$ cat src/rtl/timer_pkg.sv
// Shared types and default widths for the timer counter sequencing controller.
package timer_pkg;

   localparam int DIV_W_DEF = 8;
   localparam int CNT_W_DEF = 64;

   typedef enum logic [1:0] {
      ST_IDLE = 2'd0,
      ST_RUN  = 2'd1,
      ST_HALT = 2'd2
   } state_e;

endpackage

$ cat src/rtl/timer_cnt_ctrl_if.sv
// Regset/counter/debug signal bundle between timer_cnt_ctrl and its neighbours.
interface timer_cnt_ctrl_if #(
   parameter int DIV_W = timer_pkg::DIV_W_DEF,
   parameter int CNT_W = timer_pkg::CNT_W_DEF
) ();
   import timer_pkg::*;

   logic             timer_en;
   logic             div_en;
   logic [DIV_W-1:0] div_val;
   logic             halt_req;
   logic [CNT_W-1:0] cmp_val;
   logic             int_en;
   logic             int_st_clr;
   logic [CNT_W-1:0] count;
   logic             count_en;
   logic             halt_ack;
   logic             int_st;
   logic             interrupt;

   // master: regset + counter + debug side
   modport master (
      output timer_en, div_en, div_val, halt_req, cmp_val, int_en, int_st_clr, count,
      input  count_en, halt_ack, int_st, interrupt
   );

   modport slave (
      input  timer_en, div_en, div_val, halt_req, cmp_val, int_en, int_st_clr, count,
      output count_en, halt_ack, int_st, interrupt
   );

endinterface

$ cat src/rtl/timer_prescaler.sv
// Programmable prescaler: divides RUN cycles by div_val+1 and flags the terminal count.
module timer_prescaler #(
   parameter int DIV_W = timer_pkg::DIV_W_DEF
) (
   input  logic             clk,
   input  logic             reset,
   input  logic             run,
   input  logic             freeze,
   input  logic             div_en,
   input  logic [DIV_W-1:0] div_val,
   output logic             tick
);
   import timer_pkg::*;

   logic [DIV_W-1:0] pre_cnt_q, pre_cnt_d;
   logic [DIV_W-1:0] div_val_q, div_val_d;
   logic             term;

   assign term = (pre_cnt_q == div_val);

   always_comb begin
      div_val_d = div_val;
      pre_cnt_d = pre_cnt_q;
      if (freeze)
         pre_cnt_d = pre_cnt_q;
      else if (!run || !div_en || term)
         pre_cnt_d = '0;
      else
         pre_cnt_d = pre_cnt_q + 1'b1;
      // A new divisor restarts the period so pre_cnt can never sit above div_val.
      if (div_en && (div_val != div_val_q))
         pre_cnt_d = '0;
   end

   always_ff @(posedge clk) begin
      if (reset) begin
         pre_cnt_q <= '0;
         div_val_q <= '0;
      end else begin
         pre_cnt_q <= pre_cnt_d;
         div_val_q <= div_val_d;
      end
   end

   assign tick = run & (~div_en | term);

endmodule

$ cat src/rtl/timer_cnt_ctrl.sv
// Timer run/halt FSM, prescaled count strobe and sticky compare interrupt.
// Define TIMER_HALT_EN to build the debug HALT state and halt_req/halt_ack handshake.
module timer_cnt_ctrl #(
   parameter int DIV_W = timer_pkg::DIV_W_DEF,
   parameter int CNT_W = timer_pkg::CNT_W_DEF
) (
   input  logic              clk,
   input  logic              reset,
   timer_cnt_ctrl_if.slave   bus
);
   import timer_pkg::*;

   state_e state_q, state_d;
   logic   halt_ack_q, halt_ack_d;
   logic   int_st_q, int_st_d;
   logic   match;
   logic   tick;

   always_comb begin
      state_d = state_q;
      case (state_q)
         ST_IDLE: if (bus.timer_en) state_d = ST_RUN;
         ST_RUN: begin
            if (!bus.timer_en)
               state_d = ST_IDLE;
`ifdef TIMER_HALT_EN
            else if (bus.halt_req)
               state_d = ST_HALT;
`endif
         end
`ifdef TIMER_HALT_EN
         // Disable beats halt handling so a halted timer can always be stopped.
         ST_HALT: begin
            if (!bus.timer_en)
               state_d = ST_IDLE;
            else if (!bus.halt_req)
               state_d = ST_RUN;
         end
`endif
         default: state_d = ST_IDLE;
      endcase
   end

`ifdef TIMER_HALT_EN
   assign halt_ack_d = (state_d == ST_HALT);
`else
   logic unused_halt_req;
   assign unused_halt_req = bus.halt_req;
   assign halt_ack_d      = 1'b0;
`endif

   // Matches on any count source, including regset loads; set beats clear.
   assign match    = bus.timer_en & (bus.count == bus.cmp_val);
   assign int_st_d = match ? 1'b1 : (bus.int_st_clr ? 1'b0 : int_st_q);

   always_ff @(posedge clk) begin
      if (reset) begin
         state_q    <= ST_IDLE;
         halt_ack_q <= 1'b0;
         int_st_q   <= 1'b0;
      end else begin
         state_q    <= state_d;
         halt_ack_q <= halt_ack_d;
         int_st_q   <= int_st_d;
      end
   end

   timer_prescaler #(.DIV_W(DIV_W)) u_pre (
      .clk     (clk),
      .reset   (reset),
      .run     (state_q == ST_RUN),
      .freeze  (state_q == ST_HALT),
      .div_en  (bus.div_en),
      .div_val (bus.div_val),
      .tick    (tick)
   );

   assign bus.count_en  = tick;
   assign bus.halt_ack  = halt_ack_q;
   assign bus.int_st    = int_st_q;
   assign bus.interrupt = int_st_q & bus.int_en;

   a_no_tick_off_run: assert property (@(posedge clk) disable iff (reset)
      (state_q != ST_RUN) |-> !bus.count_en);
   a_ack_is_halt: assert property (@(posedge clk) disable iff (reset)
      bus.halt_ack == (state_q == ST_HALT));

endmodule

$ cat src/flat_wrapper.sv
// flat-port wrapper written by rule: the top's interface ports become plain ports
module timer_cnt_ctrl_flat import timer_pkg::*;
#(
   parameter int DIV_W = timer_pkg::DIV_W_DEF,
   parameter int CNT_W = timer_pkg::CNT_W_DEF
)
  (clk, reset, bus_timer_en, bus_div_en, bus_div_val, bus_halt_req, bus_cmp_val, bus_int_en, bus_int_st_clr, bus_count, bus_count_en, bus_halt_ack, bus_int_st, bus_interrupt);
  timer_cnt_ctrl_if #(.DIV_W(DIV_W), .CNT_W(CNT_W)) bus_i ();
  input  logic clk;
  input  logic reset;
  input wire logic [$bits(bus_i.timer_en)-1:0] bus_timer_en;
  input wire logic [$bits(bus_i.div_en)-1:0] bus_div_en;
  input wire logic [$bits(bus_i.div_val)-1:0] bus_div_val;
  input wire logic [$bits(bus_i.halt_req)-1:0] bus_halt_req;
  input wire logic [$bits(bus_i.cmp_val)-1:0] bus_cmp_val;
  input wire logic [$bits(bus_i.int_en)-1:0] bus_int_en;
  input wire logic [$bits(bus_i.int_st_clr)-1:0] bus_int_st_clr;
  input wire logic [$bits(bus_i.count)-1:0] bus_count;
  output wire logic [$bits(bus_i.count_en)-1:0] bus_count_en;
  output wire logic [$bits(bus_i.halt_ack)-1:0] bus_halt_ack;
  output wire logic [$bits(bus_i.int_st)-1:0] bus_int_st;
  output wire logic [$bits(bus_i.interrupt)-1:0] bus_interrupt;
  assign bus_i.timer_en = bus_timer_en;
  assign bus_i.div_en = bus_div_en;
  assign bus_i.div_val = bus_div_val;
  assign bus_i.halt_req = bus_halt_req;
  assign bus_i.cmp_val = bus_cmp_val;
  assign bus_i.int_en = bus_int_en;
  assign bus_i.int_st_clr = bus_int_st_clr;
  assign bus_i.count = bus_count;
  assign bus_count_en = bus_i.count_en;
  assign bus_halt_ack = bus_i.halt_ack;
  assign bus_int_st = bus_i.int_st;
  assign bus_interrupt = bus_i.interrupt;
  timer_cnt_ctrl #(.DIV_W(DIV_W), .CNT_W(CNT_W)) u_core (.clk(clk), .reset(reset), .bus(bus_i));
endmodule
$ cat config.mk
export PLATFORM = sky130hd
export DESIGN_NAME = timer_cnt_ctrl_flat
export DESIGN_NICKNAME = d
export VERILOG_FILES = /design/src/rtl/timer_pkg.sv /design/src/rtl/timer_cnt_ctrl_if.sv /design/src/rtl/timer_prescaler.sv /design/src/rtl/timer_cnt_ctrl.sv /design/src/flat_wrapper.sv
export SDC_FILE = /design/constraint.sdc
export NUM_CORES = 1
export LEC_CHECK = 0
export BUFFER_PORTS_ARGS = -buffer_cell sky130_fd_sc_hd__buf_2
export CORE_MARGIN = 5
export CORE_UTILIZATION = 30
export CTS_CLUSTER_SIZE = 12
export DETAILED_ROUTE_END_ITERATION = 12
export GPL_ROUTABILITY_DRIVEN = 1
export HOLD_SLACK_MARGIN = 0.15
export PLACE_DENSITY_LB_ADDON = 0.1
export SLEW_MARGIN = 40
export SYNTH_ARGS = -nofsm -noshare
export SYNTH_HDL_FRONTEND = slang
export SYNTH_SLANG_ARGS = --single-unit
export TNS_END_PERCENT = 10
$ cat constraint.sdc
create_clock -name clk -period 1.9 [get_ports clk]
set_input_delay 0 -clock clk [delete_from_list [all_inputs] [get_ports clk]]
set_output_delay 0 -clock clk [all_outputs]
set_load 0.1 [all_outputs]
==> impl_metrics.csv, run 1 <==
group,metric,value,unit
layout,fill_cells,516,
synthesis,synthFlopType,"dfxtp_1",
synthesis,syn_nets,324,
layout,final_layout_size_suffix_gt1_frac,0.436,
clocking,cts_sinks,18,
timing,slew_viol_final,0,
timing,max_freq,581,MHz
clocking,insertion_delay,0.25,ns
detailed_routing,routed_via_density,4.20,
outcome,status,"complete, no violations",
detailed_routing,num_vias,1739,
placement,hpwl,4530,µm
clocking,cts_inserted_buffers,3,
placement,dp.cells,391,
synthesis,synthAdderAreaFrac,0.00820,
synthesis,synthArstFlopShare,0,
timing,fin_skew,0.00555,ns
power,peakVddDrop,214,µV
layout,multiInputGateArea,1110,µm²
synthesis,synthTopCellsByArea,"xnor2_1, dfxtp_1, xor2_1, nand4_1, nor2b_1",
timing,setup_slack,0.178,ns
power,seqPwrFrac,0.359,
critical_path,critPathMaxFanout,8,
synthesis,synth_edf_count,0,
timing,finalSetupViolCount,0,
synthesis,yosysUniqueCellTypes,28,
placement,routabilityCongestion,0.772,
synthesis,ys_warn_count,0,
synthesis,syn_area,1530,µm²
synthesis,synthSimpleGateAreaFrac,0.220,
global_routing,grt_pass1_wl,7750,µm
layout,final_nets,489,
detailed_routing,drt-initial-drc-count,26,
die,start_util,0.305,
critical_path,criticalPathCategory,"in -> reg",
die,fp.dieArea,6610,µm²
detailed_routing,drt-pass1-iter-count,4,
critical_path,end_kind,"flop",
flow_run,cap_violations,0,
die,rows,26,
clocking,cts_tree,"yes",
clocking,htree_levels,1,
synthesis,yosys-mux-area-fraction,0,
global_routing,antenna_found_initial,0,
synthesis,yosys.area.top_type_share,0.327,
synthesis,synth_top_family_by_area,"XOR/XNOR gates",
layout,instances_no_fill,414,
global_routing,grt_max_degree,12,
power,internal_power,0.808,mW
synthesis,synth_compound_area_frac,0.0516,
die,coreArea,5010,µm²
power,combPwrFrac,0.356,
die,die-height,81.3,µm
detailed_routing,drc,0,
layout,stdcell_area,2560,µm²
die,ios,147,
synthesis,synth_common_cells,"xnor2_1, xor2_1, dfxtp_1",
global_routing,grt_pass1_vias,1816,
power,powerDensity,426,nW/µm²
timing,setup_tns,0,ns
power,switching_share,0.260,
synthesis,synth_xor_area_frac,0.442,
clocking,path_clk_slew,0.07,ns
timing,post-route-period-util,0.906,
synthesis,synthMostInstantiatedCell,"xnor2_1",
clocking,clock_path_buffers,2,
placement,post_dp_cell_area,2310,µm²
timing,fin_crit,1.72,ns
critical_path,crit_arrival,1.91,ns
layout,diodes,0,
layout,regArea,360,µm²
power,p_sw,0.284,mW
critical_path,crit_required,2.09,ns
synthesis,syn_inst,180,
global_routing,grt.total_usage,0.151,
placement,place_ws,0.379,ns
synthesis,ys_seq_elements,18,
power,clock_power_share,0.285,
placement,port_buffers,144,
layout,area.growth.synth_to_final,68.0,%
detailed_routing,drt-total-wl,5070,µm
detailed_routing,detail_route.wl_per_cell,12.2,µm
die,die_w,81.3,µm
min_path,hold_path_class,"in -> reg",
timing,finalHoldViolations,0,
global_routing,grt_overflow,0,
synthesis,avgSynthCellArea,8.48,µm²
layout,final_util,0.512,
synthesis,yosysTopAreaCell,"xnor2_1",
detailed_routing,drtAntennaViolNets,0,
critical_path,start_kind,"input port",
synthesis,ys_seq_area_frac,0.236,
timing,rsz0062_at_grt,"false",
power,p_leak,1.18,nW
clocking,root_buffer,"clkbuf_8",
what timing repair did:
item / CTS / global route
hold buffers: 19 / 0
endpoints found under the setup margin: 0 / 8
setup buffers: 0 / 0
hold endpoints to repair: 10 / 0
resized for setup: 0 / 1
cell type report:
| cell class | count | share of cell area |
|---|---|---|
| Inverter | 10 | 0.0146 |
| Tap cell | 70 | 0.0342 |
| Sequential cell | 18 | 0.141 |
| Multi-Input combinational cell | 149 | 0.434 |
| Timing Repair Buffer | 163 | 0.355 |
| Clock buffer | 4 | 0.0215 |
stage by stage:
step | power [mW] | hold slack, ns
after floorplan | 0.571 | 0.128
after global placement | 0.756 | 0.275
after detailed placement | 0.759 | 0.277
after CTS | 1.10 | 0.169
after global routing | 1.16 | 0.235
final | 1.09 | 0.158
path summary, 6_finish.rpt:
kind | endpoint | startpoint | cells after the start | slack, ns
max reg2reg | u_core.u_pre.pre_cnt_q[4] | u_core.u_pre.div_val_q[7] | 5 | 0.33
min reg2reg | u_core.bus.int_st | u_core.bus.int_st | 2 | 0.49
min | u_core.bus.int_st | reset | 4 | 0.16
max | u_core.u_pre.pre_cnt_q[4] | bus_div_val[7] | 7 | 0.18
sequential cells by signal (all words and copies together) (netlist names):
name                    cells
u_core.bus.int_st           1
u_core.u_pre.pre_cnt_q      8
u_core.state_q              1
u_core.u_pre.div_val_q      8
placed cells by master, fill, tap and decap left out, drive strengths merged, types with 2 or more instances in the layout:
| master | count |
|---|---|
| nand4 | 13 |
| dfxtp | 18 |
| nand3 | 4 |
| nand2b | 2 |
| and2 | 2 |
| nor4 | 8 |
| o221ai | 3 |
| inv | 10 |
| nand2 | 4 |
| xnor2 | 57 |
| nor2 | 10 |
| clkbuf | 4 |
| xor2 | 20 |
| o21ai | 3 |
| buf | 144 |
| dlygate4sd3 | 19 |
| nor2b | 12 |
routing by layer:
metal	vias to the layer above	GRT usage	wire length, µm
li1	928	-	-
met5	-	0	0
met4	0	0.0524	65
met1	736	0.172	1870
met3	4	0.0543	530
met2	71	0.257	2600
critical path, stage by stage:
cell and delay (ns):
dlygate4sd3_1 0.54, buf_2 0.15, xor2_1 0.17, nor4_2 0.31, nand4b_1 0.12, or3_1 0.46
nor2_1 0.15
power by group through the flow:
stage | combinational [mW] | clock (mW) | sequential, mW
3_5_place_dp | 0.359 | 0 | 0.400
4_1_cts | 0.389 | 0.319 | 0.391
3_3_place_gp | 0.355 | 0 | 0.400
2_1_floorplan | 0.172 | 0 | 0.400
5_1_grt | 0.431 | 0.339 | 0.392
6_report | 0.389 | 0.311 | 0.392
cell families after synthesis:
| group | after synthesis |
|---|---|
| DFF | 18 |
| adders and majority gates | 1 |
| and+or+nand+nor | 60 |
| other | 1 |
| AOI/OAI and AO/OA | 10 |
| buffers and inverters | 13 |
| xor gates and xnor gates | 77 |
Power figures use the tool's default switching activity.
==> inputs of run 2 (changes only) <==
==> constraint.sdc (replaced) <==
create_clock -name clk -period 2.2 [get_ports clk]
set_input_delay 0 -clock clk [delete_from_list [all_inputs] [get_ports clk]]
set_output_delay 0 -clock clk [all_outputs]
set_load 0.1 [all_outputs]
==> run 2 against run 1 <==
Combinational power fell by 14%. Power is 14% lower. Non-clock buffer count did not move. First-iteration DRC count up 42%. Clock skew fell by 0.0029 ns. Count of clock-buffer cells in the layout is the same. Global-route usage hardly changed. Worst setup slack better by 0.34 ns. Sequential power shrank 14%. Register-to-register slack improved by 0.35 ns. Sequential share of layout area about the same. Critical path type is now in -> out.
==> impl_metrics.csv, run 2 (same netlist as run 1, synthesis figures left out) <==
group,metric,value,unit
clocking,insertion_delay,0.25,ns
min_path,hold_path_class,"in -> reg",
layout,final_nets,489,
min_path,min-delay-start,"reset",
layout,area.growth.synth_to_final,67.5,%
layout,final_common_cell,"buf_2",
critical_path,criticalPathCategory,"in -> out",
clocking,cts_tree,"yes",
critical_path,critPathMaxFanout,3,
detailed_routing,num_vias,1753,
detailed_routing,drtAntennaViolNets,0,
critical_path,crit_arrival,1.68,ns
die,ios,147,
detailed_routing,highest_layer,"met4",
placement,hpwl,4490,µm
detailed_routing,drt-initial-drc-count,37,
detailed_routing,drc,0,
timing,fin_skew,0.00267,ns
critical_path,end_kind,"output port",
die,start_util,0.305,
critical_path,timing.rr.start,"u_core.u_pre.div_val_q[7]",
detailed_routing,routed_via_density,4.23,
critical_path,r2r_end,"u_core.u_pre.pre_cnt_q[6]",
clocking,cts_sinks,18,
power,peakVddDrop,159,µV
clocking,post-cts-setup-buffer-count,0,
min_path,whs_path_depth,4,
global_routing,grt_pass1_wl,7640,µm
timing,finalHoldViolations,0,
critical_path,rrSetupSlack,0.68,ns
flow_run,cap_violations,0,
layout,layout_common_cells,"buf_2, xnor2_1, xor2_1, dlygate4sd3_1, dfxtp_1",
outcome,status,"complete, no violations",
global_routing,antenna_found_initial,0,
placement,port_buffers,144,
die,rows,26,
power,p_leak,1.18,nW
clocking,path_clk_slew,0.06,ns
timing,finalSetupViolCount,0,
detailed_routing,wl_met2,2510,µm
detailed_routing,detail_route.wl_per_cell,12.0,µm
clocking,htree_levels,1,
detailed_routing,drt-pass1-iter-count,4,
global_routing,grt_max_degree,12,
die,die_w,81.3,µm
timing,slew_viol_final,0,
global_routing,grt.total_usage,0.150,
clocking,cts_inserted_buffers,3,
detailed_routing,wl_met1,1880,µm
clocking,root_buffer,"clkbuf_8",
timing,max_freq,594,MHz
timing,rsz0062_at_grt,"false",
die,die-height,81.3,µm
critical_path,ff2ff_path_depth,5,
global_routing,grt_pass1_vias,1772,
die,coreArea,5010,µm²
placement,post_dp_cell_area,2310,µm²
detailed_routing,wl_met3,485,µm
clocking,ctsResizeCount,0,
layout,final_layout_size_suffix_gt1_frac,0.433,
layout,reg.largest.list,"u_core.u_pre.div_val_q x8, u_core.u_pre.pre_cnt_q x8",
power,powerDensity,366,nW/µm²
critical_path,start_kind,"input port",
clocking,clock_path_buffers,2,
placement,routabilityCongestion,0.802,
global_routing,grt_overflow,0,
timing,fin_crit,1.68,ns
detailed_routing,drt-total-wl,4980,µm
critical_path,crit_required,2.20,ns
timing,post-route-period-util,0.766,
die,fp.dieArea,6610,µm²
layout,stdcell_area,2560,µm²
timing,setup_tns,0,ns
layout,diodes,0,
min_path,hold_path_end,"u_core.bus.int_st",
## run 2: power by group
| group | switching (mW) | total (mW) | internal, mW |
|---|---|---|---|
| Sequential | 0.00361 | 0.338 | 0.335 |
| Combinational | 0.129 | 0.333 | 0.204 |
| Clock | 0.106 | 0.264 | 0.159 |
## run 2: worst max path at each step
stage / to / start / cells past startpoint / slack (ns)
detailed placement: u_core.u_pre.pre_cnt_q[3] / u_core.u_pre.div_val_q[7] / 5 / 0.69
global placement: u_core.u_pre.pre_cnt_q[6] / u_core.u_pre.div_val_q[7] / 5 / 0.69
global route: u_core.u_pre.pre_cnt_q[2] / bus_div_val[7] / 7 / 0.36
finish: bus_count_en / bus_div_val[3] / 7 / 0.52
CTS: bus_count_en / bus_div_val[5] / 7 / 0.50
floorplan: bus_interrupt / u_core.bus.int_st / 1 / 0.39
## run 2: critical path: stages
cell	delay [ns]
dlygate4sd3_1	0.54
buf_2	0.15
xnor2_1	0.13
nand4_1	0.10
o21ai_0	0.20
and2_1	0.14
buf_2	0.41
## run 2: timing repair
| action | 4_1_cts | 5_1_grt |
|---|---|---|
| hold endpoints to repair | 10 | 0 |
| hold buffers | 19 | 0 |
| endpoints found under the setup margin | 0 | 0 |
## run 2: cell type report
type                            instances  area (µm²)
Multi-Input combinational cell        149        1110
Timing Repair Buffer                  163         911
Sequential cell                        18         360
Clock buffer                            4        55.1
Tap cell                               70        87.6
Fill cell                             513        2450
Inverter                               10        37.5
## run 2: stage by stage
step / setup WS (ns) / utilization / hold WS, ns / std cells / power [mW]
floorplan: 0.387 / - / 0.128 / 180 / 0.493
global placement: 0.687 / 0.462 / 0.277 / 391 / 0.653
detailed placement: 0.691 / 0.462 / 0.277 / 391 / 0.656
CTS: 0.498 / 0.510 / 0.157 / 414 / 0.952
global route: 0.360 / 0.510 / 0.230 / 414 / 0.995
finish: 0.515 / 0.510 / 0.157 / 414 / 0.936
## run 2: layer usage
metal | track usage | vias up
li1 | - | 928
met5 | 0 | -
met4 | 0.0726 | 0
met2 | 0.246 | 77
met1 | 0.178 | 740
met3 | 0.0455 | 8
